==> config.mk <==
export PLATFORM = sky130hd
export DESIGN_NAME = biquad_multicanal_flat
export DESIGN_NICKNAME = d
export VERILOG_FILES = /design/src/rtl/biquad_multicanal_pkg.sv /design/src/rtl/biquad_multicanal_if.sv /design/src/rtl/biquad_multicanal_mac.sv /design/src/rtl/biquad_multicanal.sv /design/src/flat_wrapper.sv
export SDC_FILE = /design/constraint.sdc
export NUM_CORES = 2
export LEC_CHECK = 0
export ABC_AREA = 1
export BUFFER_PORTS_ARGS = -buffer_cell sky130_fd_sc_hd__clkbuf_2
export CAP_MARGIN = 20
export CORE_AREA = 5 5 352 354
export CTS_CLUSTER_SIZE = 30
export DETAILED_ROUTE_END_ITERATION = 12
export DIE_AREA = 0 0 357 359
export PLACE_DENSITY = 0.42
export SKIP_LAST_GASP = 1
export SLEW_MARGIN = 20
export SYNTH_ARGS = -nofsm -noshare
export SYNTH_HDL_FRONTEND = slang
export SYNTH_SLANG_ARGS = --single-unit
export TNS_END_PERCENT = 100
==> constraint.sdc <==
create_clock -name clk -period 12.58 [get_ports clk]
set_input_delay 0.629 -clock clk [delete_from_list [all_inputs] [get_ports clk]]
set_output_delay 0.629 -clock clk [all_outputs]
set_load 0.01 [all_outputs]
==> src/rtl/biquad_multicanal_pkg.sv <==
`default_nettype none
// +---------------------------------------------------------------------------+
// | biquad_multicanal_pkg : coefficient indices, FSM states, requant helpers   |
// | Rev 1.0                                                                   |
// +---------------------------------------------------------------------------+
package biquad_multicanal_pkg;

  localparam int NCOEF = 5;

  localparam logic [2:0] C_B0 = 3'd0;
  localparam logic [2:0] C_B1 = 3'd1;
  localparam logic [2:0] C_B2 = 3'd2;
  localparam logic [2:0] C_A1 = 3'd3;
  localparam logic [2:0] C_A2 = 3'd4;

  typedef enum logic [2:0] {
    S_IDLE = 3'd0,
    S_A1   = 3'd1,
    S_A2   = 3'd2,
    S_F    = 3'd3,
    S_B0   = 3'd4,
    S_B1   = 3'd5,
    S_B2   = 3'd6,
    S_OUT  = 3'd7
  } state_t;

  typedef enum logic [2:0] {
    MAC_HOLD = 3'd0,
    MAC_USUB = 3'd1,
    MAC_SUB  = 3'd2,
    MAC_LOAD = 3'd3,
    MAC_ADD  = 3'd4
  } mac_op_t;

  function automatic int acc_w(input int w);
    return 2 * w + 3;
  endfunction

  function automatic int idx_w(input int n);
    return (n > 1) ? $clog2(n) : 1;
  endfunction

  // Clip a wide signed value into the range of a w-bit two's complement word.
  function automatic logic signed [63:0] saturate(input logic signed [63:0] v, input int w);
    logic signed [63:0] hi;
    logic signed [63:0] lo;
    hi = (64'sd1 <<< (w - 1)) - 64'sd1;
    lo = -hi - 64'sd1;
    if (v > hi) return hi;
    if (v < lo) return lo;
    return v;
  endfunction

endpackage
`default_nettype wire

==> src/rtl/biquad_multicanal_if.sv <==
`default_nettype none
// +---------------------------------------------------------------------------+
// | biquad_multicanal_if : sample, result and coefficient bus of the biquad   |
// | Rev 1.0                                                                   |
// +---------------------------------------------------------------------------+
interface biquad_multicanal_if
  import biquad_multicanal_pkg::*;
#(
  parameter int WIDTH = 16,
  parameter int NCH   = 2,
  parameter int NSETS = 4
);
  localparam int CHW  = idx_w(NCH);
  localparam int SETW = idx_w(NSETS);

  logic                    in_valid;
  logic                    in_ready;
  logic signed [WIDTH-1:0] uk;
  logic [CHW-1:0]          in_ch;
  logic [SETW-1:0]         in_set;
  logic                    out_valid;
  logic signed [WIDTH-1:0] yk;
  logic [CHW-1:0]          out_ch;
  logic                    coef_we;
  logic [SETW-1:0]         coef_set;
  logic [2:0]              coef_idx;
  logic signed [WIDTH-1:0] coef_data;
  logic                    clr_hist;
  logic                    ovf;
  logic                    clr_ovf;

  modport master (
    output in_valid, uk, in_ch, in_set, coef_we, coef_set, coef_idx, coef_data,
           clr_hist, clr_ovf,
    input  in_ready, out_valid, yk, out_ch, ovf
  );

  modport slave (
    input  in_valid, uk, in_ch, in_set, coef_we, coef_set, coef_idx, coef_data,
           clr_hist, clr_ovf,
    output in_ready, out_valid, yk, out_ch, ovf
  );
endinterface
`default_nettype wire

==> src/rtl/biquad_multicanal_mac.sv <==
`default_nettype none
// +---------------------------------------------------------------------------+
// | biquad_mac : shared signed multiply-accumulate with requantise/saturate   |
// | Rev 1.0                                                                   |
// +---------------------------------------------------------------------------+
module biquad_mac
  import biquad_multicanal_pkg::*;
#(
  parameter int WIDTH = 16,
  parameter int FRAC  = 8
) (
  input  logic                    clk,
  input  logic                    reset,
  input  mac_op_t                 op,
  input  logic signed [WIDTH-1:0] u,
  input  logic signed [WIDTH-1:0] coef,
  input  logic signed [WIDTH-1:0] smp,
  output logic signed [WIDTH-1:0] q,
  output logic                    clip
);
  localparam int ACCW = acc_w(WIDTH);

  logic signed [ACCW-1:0]    acc_q;
  logic signed [ACCW-1:0]    acc_d;
  logic signed [2*WIDTH-1:0] prod;
  logic signed [ACCW-1:0]    prod_ext;
  logic signed [ACCW-1:0]    u_ext;
  logic signed [ACCW-1:0]    shifted;
  logic signed [63:0]        wide;
  logic signed [63:0]        sat;

  always_comb begin
    prod     = coef * smp;
    prod_ext = ACCW'(prod);
    u_ext    = ACCW'(u) <<< FRAC;

    acc_d = acc_q;
    case (op)
      MAC_USUB: acc_d = u_ext - prod_ext;
      MAC_SUB:  acc_d = acc_q - prod_ext;
      MAC_LOAD: acc_d = prod_ext;
      MAC_ADD:  acc_d = acc_q + prod_ext;
      default:  acc_d = acc_q;
    endcase

    // Arithmetic shift gives floor rounding before the clip.
    shifted = acc_q >>> FRAC;
    wide    = 64'(shifted);
    sat     = saturate(wide, WIDTH);
    q       = WIDTH'(sat);
    clip    = (sat != wide);
  end

  always_ff @(posedge clk) begin
    if (reset) acc_q <= '0;
    else       acc_q <= acc_d;
  end
endmodule
`default_nettype wire

==> src/rtl/biquad_multicanal.sv <==
`default_nettype none
// +---------------------------------------------------------------------------+
// | biquad_multicanal : multichannel DF-II biquad, one shared MAC, 8-cycle seq |
// | Rev 1.0                                                                   |
// +---------------------------------------------------------------------------+
module biquad_multicanal
  import biquad_multicanal_pkg::*;
#(
  parameter int WIDTH = 16,
  parameter int FRAC  = 8,
  parameter int NCH   = 2,
  parameter int NSETS = 4
) (
  input  logic                    clk,
  input  logic                    reset,
  biquad_multicanal_if.slave      bus
);
  localparam int CHW  = idx_w(NCH);
  localparam int SETW = idx_w(NSETS);

  state_t                  state_q, state_d;
  logic signed [WIDTH-1:0] u_q, u_d;
  logic [CHW-1:0]          ch_q, ch_d;
  logic [SETW-1:0]         set_q, set_d;
  logic signed [WIDTH-1:0] fk_q, fk_d;
  logic signed [WIDTH-1:0] yk_q, yk_d;
  logic [CHW-1:0]          out_ch_q, out_ch_d;
  logic                    ovf_q, ovf_d;
  logic signed [WIDTH-1:0] coef_q [NSETS][NCOEF];
  logic signed [WIDTH-1:0] coef_d [NSETS][NCOEF];
  logic signed [WIDTH-1:0] f1_q [NCH];
  logic signed [WIDTH-1:0] f1_d [NCH];
  logic signed [WIDTH-1:0] f2_q [NCH];
  logic signed [WIDTH-1:0] f2_d [NCH];

  mac_op_t                 mac_op;
  logic signed [WIDTH-1:0] mac_coef;
  logic signed [WIDTH-1:0] mac_smp;
  logic signed [WIDTH-1:0] mac_q;
  logic                    mac_clip;
  logic                    in_idle;
  logic                    in_out;

  biquad_mac #(
    .WIDTH (WIDTH),
    .FRAC  (FRAC)
  ) u_mac (
    .clk   (clk),
    .reset (reset),
    .op    (mac_op),
    .u     (u_q),
    .coef  (mac_coef),
    .smp   (mac_smp),
    .q     (mac_q),
    .clip  (mac_clip)
  );

  assign in_idle = (state_q == S_IDLE);
  assign in_out  = (state_q == S_OUT);

  always_comb begin
    state_d  = state_q;
    u_d      = u_q;
    ch_d     = ch_q;
    set_d    = set_q;
    fk_d     = fk_q;
    yk_d     = yk_q;
    out_ch_d = out_ch_q;
    coef_d   = coef_q;
    f1_d     = f1_q;
    f2_d     = f2_q;
    ovf_d    = ovf_q & ~bus.clr_ovf;
    mac_op   = MAC_HOLD;
    mac_coef = '0;
    mac_smp  = '0;

    case (state_q)
      S_IDLE: begin
        // Coefficient write and history clear land on the accept edge, so the
        // sample accepted in the same cycle already sees them.
        if (bus.coef_we && (bus.coef_idx < 3'(NCOEF)) && (int'(bus.coef_set) < NSETS))
          coef_d[bus.coef_set][bus.coef_idx] = bus.coef_data;
        if (bus.clr_hist) begin
          for (int c = 0; c < NCH; c++) begin
            f1_d[c] = '0;
            f2_d[c] = '0;
          end
        end
        if (bus.in_valid) begin
          u_d     = bus.uk;
          ch_d    = bus.in_ch;
          set_d   = bus.in_set;
          state_d = S_A1;
        end
      end
      S_A1: begin
        mac_op   = MAC_USUB;
        mac_coef = coef_q[set_q][C_A1];
        mac_smp  = f1_q[ch_q];
        state_d  = S_A2;
      end
      S_A2: begin
        mac_op   = MAC_SUB;
        mac_coef = coef_q[set_q][C_A2];
        mac_smp  = f2_q[ch_q];
        state_d  = S_F;
      end
      S_F: begin
        fk_d    = mac_q;
        if (mac_clip) ovf_d = 1'b1;
        state_d = S_B0;
      end
      S_B0: begin
        mac_op   = MAC_LOAD;
        mac_coef = coef_q[set_q][C_B0];
        mac_smp  = fk_q;
        state_d  = S_B1;
      end
      S_B1: begin
        mac_op   = MAC_ADD;
        mac_coef = coef_q[set_q][C_B1];
        mac_smp  = f1_q[ch_q];
        state_d  = S_B2;
      end
      S_B2: begin
        mac_op   = MAC_ADD;
        mac_coef = coef_q[set_q][C_B2];
        mac_smp  = f2_q[ch_q];
        state_d  = S_OUT;
      end
      S_OUT: begin
        yk_d        = mac_q;
        out_ch_d    = ch_q;
        f2_d[ch_q]  = f1_q[ch_q];
        f1_d[ch_q]  = fk_q;
        if (mac_clip) ovf_d = 1'b1;
        state_d     = S_IDLE;
      end
      default: state_d = S_IDLE;
    endcase
  end

  always_ff @(posedge clk) begin
    if (reset) begin
      state_q  <= S_IDLE;
      u_q      <= '0;
      ch_q     <= '0;
      set_q    <= '0;
      fk_q     <= '0;
      yk_q     <= '0;
      out_ch_q <= '0;
      ovf_q    <= 1'b0;
      coef_q   <= '{default: '0};
      f1_q     <= '{default: '0};
      f2_q     <= '{default: '0};
    end else begin
      state_q  <= state_d;
      u_q      <= u_d;
      ch_q     <= ch_d;
      set_q    <= set_d;
      fk_q     <= fk_d;
      yk_q     <= yk_d;
      out_ch_q <= out_ch_d;
      ovf_q    <= ovf_d;
      coef_q   <= coef_d;
      f1_q     <= f1_d;
      f2_q     <= f2_d;
    end
  end

  // The result is presented straight from the MAC during S_OUT and held after.
  assign bus.in_ready  = in_idle;
  assign bus.out_valid = in_out;
  assign bus.yk        = in_out ? mac_q : yk_q;
  assign bus.out_ch    = in_out ? ch_q : out_ch_q;
  assign bus.ovf       = ovf_q;
endmodule
`default_nettype wire

==> src/flat_wrapper.sv <==
// flat-port wrapper written by rule: the top's interface ports become plain ports
module biquad_multicanal_flat import biquad_multicanal_pkg::*;
#(
  parameter int WIDTH = 16,
  parameter int FRAC  = 8,
  parameter int NCH   = 2,
  parameter int NSETS = 4
)
  (clk, reset, bus_in_valid, bus_uk, bus_in_ch, bus_in_set, bus_coef_we, bus_coef_set, bus_coef_idx, bus_coef_data, bus_clr_hist, bus_clr_ovf, bus_in_ready, bus_out_valid, bus_yk, bus_out_ch, bus_ovf);
  biquad_multicanal_if #(.WIDTH(WIDTH), .NCH(NCH), .NSETS(NSETS)) bus_i ();
  input  logic clk;
  input  logic reset;
  input wire logic [$bits(bus_i.in_valid)-1:0] bus_in_valid;
  input wire logic [$bits(bus_i.uk)-1:0] bus_uk;
  input wire logic [$bits(bus_i.in_ch)-1:0] bus_in_ch;
  input wire logic [$bits(bus_i.in_set)-1:0] bus_in_set;
  input wire logic [$bits(bus_i.coef_we)-1:0] bus_coef_we;
  input wire logic [$bits(bus_i.coef_set)-1:0] bus_coef_set;
  input wire logic [$bits(bus_i.coef_idx)-1:0] bus_coef_idx;
  input wire logic [$bits(bus_i.coef_data)-1:0] bus_coef_data;
  input wire logic [$bits(bus_i.clr_hist)-1:0] bus_clr_hist;
  input wire logic [$bits(bus_i.clr_ovf)-1:0] bus_clr_ovf;
  output wire logic [$bits(bus_i.in_ready)-1:0] bus_in_ready;
  output wire logic [$bits(bus_i.out_valid)-1:0] bus_out_valid;
  output wire logic [$bits(bus_i.yk)-1:0] bus_yk;
  output wire logic [$bits(bus_i.out_ch)-1:0] bus_out_ch;
  output wire logic [$bits(bus_i.ovf)-1:0] bus_ovf;
  assign bus_i.in_valid = bus_in_valid;
  assign bus_i.uk = bus_uk;
  assign bus_i.in_ch = bus_in_ch;
  assign bus_i.in_set = bus_in_set;
  assign bus_i.coef_we = bus_coef_we;
  assign bus_i.coef_set = bus_coef_set;
  assign bus_i.coef_idx = bus_coef_idx;
  assign bus_i.coef_data = bus_coef_data;
  assign bus_i.clr_hist = bus_clr_hist;
  assign bus_i.clr_ovf = bus_clr_ovf;
  assign bus_in_ready = bus_i.in_ready;
  assign bus_out_valid = bus_i.out_valid;
  assign bus_yk = bus_i.yk;
  assign bus_out_ch = bus_i.out_ch;
  assign bus_ovf = bus_i.ovf;
  biquad_multicanal #(.WIDTH(WIDTH), .FRAC(FRAC), .NCH(NCH), .NSETS(NSETS)) u_core (.clk(clk), .reset(reset), .bus(bus_i));
endmodule
## After elaboration in Yosys (flattened, before gate mapping)

Index checks and enable logic that the tools add are counted.

| operators by class | value |
|---|---|
| add/subtract/negate cells | 3 |
| multiply operators | 1 |
| $lt $le $gt $ge | 10 |
| eq/ne operators | 14 |
| multiplexer cells | 38 |
| bitwise logic cells | 6 |
| reduce and logical (&&, ||, !) cells | 14 |

Operator list:

| kind | count |
|---|---|
| $bwmux W320 | 1 |
| $mux W64 | 4 |
| $mux W80 | 3 |
| $bmux W80 S2 | 1 |
| $demux W80 S2 | 1 |
| $mux W16 | 9 |
| $pmux W35 S4 | 1 |
| $pmux W32 S2 | 2 |
| $pmux W16 S5 | 1 |
| $bwmux W32 | 2 |
| $ne A64 B27 Y1 | 1 |
| $demux W16 S3 | 1 |
| $pmux W16 S3 | 1 |
| $add A35 B32 Y35 | 1 |
| $sub A35 B32 Y35 | 1 |
| $sub A24 B32 Y33 | 1 |
| $mul A16 B16 Y32 | 1 |
| $mux W32 | 1 |
| $gt A27 B16 Y1 const B | 1 |
| $lt A27 B16 Y1 const B | 1 |
| $pmux W3 S8 | 1 |
| $demux W16 S1 | 1 |
| $eq A3 B3 Y1 const B | 5 |
| $eq A3 B2 Y1 const B | 4 |
| other kinds (23) | 40 |

| storage, ports and cells | value |
|---|---|
| register bits after elaboration | 475 |
| input port bits | 46 |
| output and inout bits | 20 |
| word-level logic and storage cells | 119 |

## Logic depth before layout (Yosys ltp)

| logic depth | value |
|---|---|
| depth in word-level cells | 8 |
| depth in mapped cells | 58 |
| mapped depth without buffers | 54 |

## By module

Synthesis repeated with hierarchy kept, for this count alone.

| unflattened totals | value |
|---|---|
| cell total of the unflattened synthesis | 5858 |
| area, all modules | 38580.8 um^2 |

Modules (own cells, without submodules):

| module | instances | cells an instance | area each (um^2) | seq. area each (um^2) |
|---|---|---|---|---|
| biquad_multicanal | 1 | 3241 | 21304.2 | 8808.4 |
| biquad_mac | 1 | 2617 | 17276.6 | 700.7 |

## Worst setup path after synthesis

OpenSTA, ideal clock, no wires.

| timing | value |
|---|---|
| path type | register to register |
| start | register u_core.set_q[0] |
| end | register u_core.u_mac.acc_q[34] |
| library setup time | 0.070 ns |
| data arrival time | 8.543 ns |
| data required time | 12.510 ns |
| slack | 3.968 ns |
| cell stages (with the launch flop) | 47 |
| buffers on the path | 4 |
| period minus slack after synthesis | 8.612 ns |
| cell sequence | dfxtp_1 -> inv_2 -> buf_6 -> buf_2 -> clkbuf_1 -> o21ai_0 -> nand2_1 -> a221o_1 -> nor2_1 -> buf_2 -> nor2_1 -> fa_1 -> fa_1 -> inv_1 -> fa_1 -> inv_1 -> fa_1 -> fa_1 -> [... 11 more ...] -> nand2_2 -> nor3_4 -> nand3_2 -> o21ai_2 -> xor2_1 -> inv_1 -> ha_1 -> nand2_1 -> nor2_1 -> inv_1 -> nor4_1 -> nand3_1 -> nand3_1 -> xor2_1 -> inv_1 -> nand3_1 -> nand3_1 -> a21oi_1 |

| on the way | value |
|---|---|
| longest elaborated chain between the ends | 8 |
| elaborated cells between the ends (all ways) | 10 |
| those cells by class | 3 x add/sub; 1 x mul; 5 x mux; 1 x bitwise |

Ends and longest elaborated chain:

| element | line | RTL |
|---|---|---|
| start, declared | biquad_multicanal.sv:24 | `logic [SETW-1:0] set_q, set_d;` |
| start signal, assigned | biquad_multicanal.sv:160 | `set_q <= set_d;` |
| $not A2 Y3 (implied by the code) * | -- |  |
| $bmux W80 S2 * | -- |  |
| $mux W80 (implied by the code) * (2 in series) | biquad_multicanal.sv:127 | `mac_coef = coef_q[set_q][C_B2];` |
| $pmux W16 S5 * | biquad_multicanal.sv:77 | `case (state_q)` |
| $mul A16 B16 Y32 * | biquad_multicanal_mac.sv:33 | `prod = coef * smp;` |
| $add A35 B32 Y35 (tied with other cells) | biquad_multicanal_mac.sv:42 | `MAC_ADD: acc_d = acc_q + prod_ext;` |
| $pmux W35 S4 * | biquad_multicanal_mac.sv:38 | `case (op)` |
| end signal, assigned | biquad_multicanal_mac.sv:55 | `if (reset) acc_q <= '0;` |
| end signal, assigned | biquad_multicanal_mac.sv:56 | `else acc_q <= acc_d;` |
| end, declared | biquad_multicanal_mac.sv:23 | `logic signed [ACCW-1:0] acc_q;` |

Every way passes the cells marked *; elsewhere a longest branch is shown, timed or not. The select of a mux whose other input is x is not followed.
A chain may end at the register's enable or synchronous reset.

## Worst setup path in the final report

| timing | value |
|---|---|
| start | register u_core.set_q[0] |
| end | register u_core.u_mac.acc_q[27] |

The elaborated chain is that of the path after synthesis.

==> summary.md <==
| Metric | Value |
|---|---|
| Run status | `complete, no violations` |
| Seq cells post-synth | `475` |
| Antenna-violating nets left | `0` |
| Cells after synthesis | `5204` |
| Pleak | `roughly 18 nW` |
| P&R area growth vs syn | `11.2%` |
| Critical R2R Capture | `u_core.u_mac.acc_q[27]` |
| Actual slew at the worst max-slew pin | `1.26 ns` |
| Critical Path Max Stage Delay | `just under 1 ns` |
| Worst Setup Start Kind | `register` |
| Post-CTS Resized | `0` |
| I/O pins | `66` |
| # DRC | `0` |
| Register area share after synthesis | `0.266` |
| Placed instance area | `37800 µm²` |
| # rows | `roughly 130` |
| Hold Path Class | `in2reg` |
| Final setup TNS | `0 ns` |
| Layout cells sized above 1 | `0.0666` |
| Setup violations, final | `0` |
| Hold path endpoint | `u_core.u_q[7]` |
| TritonCTS clock tree | `done` |
| Yosys warning count | `0` |
| Die Height | `359 µm` |
| Root buf cell | `clkbuf_16` |
| Nets | `5588` |
| Final Instance Count excl. Fillers | `6808` |
| Initial antenna violation count | `7` |
| CTS Buf Count | `56` |
| Placer Congestion | `0.900` |
| Slew headroom | `0.148` |
| Initial DRC count | `between 2000 and 3000` |
| Commonest non-fill, non-tap cell in the layout | `nand2_1` |
| Crit share post-route | `0.903` |
| CP required | `13.12 ns` |
| CP Max Fanout | `114` |
| Post-CTS Setup Bufs | `0` |
| Overflow after GRT | `0` |
| Post-DP HPWL | `100000 µm` |
| Post-synth top flop | `dfxtp_1` |
| Worst setup EP type | `register` |
| Pre-CTS setup slack | `approximately 1.4 ns` |
| Initial core utilization | `0.296` |
| Core Footprint | `121000 µm²` |
| Vias in the first global route | `32800` |
| Fmax | `0.0880 GHz` |
| Number of flops mapped to enable cells by yosys | `0` |
| Path depth of the worst reg2reg path | `44` |
| CTS Buffer Depth | `3` |
| Worst skew pair latency | `0.67 ns` |
| HP Start | `bus_uk[7]` |
| Synth unique cells | `61` |
| GRT Resource Usage Total | `0.210` |
| Buffers on Ports | `65` |
| Synthesized area | `35800 µm²` |
| Max Slew Vio Count | `0` |
| Synth Area per Inst | `6.88 µm²` |
| Peak VDD IR | `0.000104 V` |
| Unrepaired setup endpoints after global routing | `false` |
| Hold Path Depth | `3` |
| Die width | `357 µm` |
| Worst hold slack | `0.246 ns` |
| Via count | `33500` |
| Async set-reset flop share out of synthesis | `0` |
| Crit-path slowest cell | `o21ai_0` |
| Max-Cap Viols | `0` |
| Commonest non-fill, non-tap cells in the layout | `nand2_1, inv_1, nor2_1, o21ai_0, a21oi_1` |
| Finished Core Util | `0.330` |
| Worst path arrival time | `11.90 ns` |
| Cell mode on critical path | `nand2_1` |
| Post-layout minimum cycle time | `roughly 11 ns` |
| # diodes | `0` |
| Largest net degree at the start of global routing | `256` |
| Total power | `4.33 mW` |
| Clk sinks | `475` |
| Worst r2r src | `u_core.set_q[0]` |
| Synth Net Count | `5654` |
| Placed cell count | `6703` |
| Hold-fix buffers, CTS | `0` |
| Finished Cell Area | `39800 µm²` |
| Final setup skew | `~0.076 ns` |
| Drt wl/cell | `~20 µm` |
| Final hold vios | `0` |
| Reg clk slew, reported paths | `0.06 ns` |
| Die Area | `128000 µm²` |
| Crit path setup slack, layout | `1.22 ns` |
| First-pass GRT wire length | `~210000 µm` |
| Htree depth | `2` |
| Drt first pass iters | `6` |
| CP Class | `reg2reg` |
| Vias per inst | `approximately 4.9` |
| Pwr dens | `109 nW/µm²` |
| R2R setup slack | `1.22 ns` |
| Final wirelength | `between 100000 and 150000 µm` |
## report_power, final
group	switching [mW]	leakage (nW)	total, mW	internal, mW
Combinational	0.695	13.3	0.975	0.280
Sequential	0.0458	3.84	1.59	1.54
Clock	0.732	0.955	1.76	1.03
Total	1.47	18.1	4.33	2.85
## final cells by class
| cell class | count | area, µm² |
|---|---|---|
| fill | 13300 | 81000 |
| multi-input combinational | 3677 | 22300 |
| sequential | 475 | 9520 |
| inverter | 786 | 2960 |
| tap | 1625 | 2030 |
| clock buffer | 76 | 1550 |
| timing repair buffer | 142 | 975 |
| clock inverter | 27 | 422 |
## synth_stat cells (8+ instances only)
master,count,area [µm²]
a21o_1,23,173
o211ai_1,8,60.1
nor3_1,39,195
nand3_1,148,741
xnor2_1,12,105
fa_1,264,5290
inv_2,16,60.1
dfxtp_1,475,9510
nor2_2,18,113
o21ai_0,629,3150
o22ai_1,19,119
nand2_2,14,87.6
clkbuf_1,222,833
nor4_1,10,62.6
inv_1,763,2860
a31oi_1,17,106
ha_1,140,1750
buf_1,19,71.3
a41oi_1,10,87.6
buf_2,22,110
nor2_1,763,2860
xor2_1,37,324
nand2_1,811,3040
a221o_1,11,110
nand4_1,33,206
a21oi_1,569,2850
or2_2,21,131
## state kept, by name (all words and copies together), names as in the netlist
signal              count
u_core.bus.ovf          1
u_core.ch_q             1
u_core.coef_q         320
u_core.f1_q            32
u_core.f2_q            32
u_core.fk_q            16
u_core.out_ch_q         1
u_core.set_q            2
u_core.state_q          3
u_core.u_mac.acc_q     35
u_core.u_q             16
u_core.yk_q            16
## metal layers
layer	global-route usage	wire length (µm)	vias up	part of all wire
met5	0	27	-	0.00020
met4	0.0500	3340	4	0.024
met3	0.0246	6980	153	0.051
met2	0.325	59800	808	0.44
met1	0.310	67000	16000	0.49
li1	-	-	16500	-
## cell families after synthesis
group,share of synthesized area
AO/OA/AOI/OAI,0.196
XOR/XNOR,0.0137
adder cells (fa/ha/maj),0.197
buffers and inverters,0.112
flip-flops,0.266
AND/OR/NAND/NOR,0.216
## worst max-delay path: cells and delay by family, from the launching register on
| family | cells | cell delay, ns |
|---|---|---|
| xor+xnor | 2 | 0.34 |
| fa+ha+maj | 8 | 3.93 |
| simple gates | 17 | 2.59 |
| flops | 1 | 0.40 |
| compound gates | 9 | 2.51 |
| buf+inv | 8 | 1.42 |
## worst max-delay path by stage
stage / startpoint / end / slack [ns]
after floorplan: u_core.set_q[0] / u_core.u_mac.acc_q[34] / 3.97
after global placement: u_core.state_q[2] / u_core.u_mac.acc_q[27] / 1.20
after detailed placement: u_core.set_q[0] / u_core.u_mac.acc_q[27] / 1.37
after CTS: u_core.set_q[0] / u_core.u_mac.acc_q[27] / 1.29
after global routing: u_core.set_q[0] / u_core.u_mac.acc_q[27] / 0.51
final: u_core.set_q[0] / u_core.u_mac.acc_q[27] / 1.22
(Power assumes the default switching activity.)
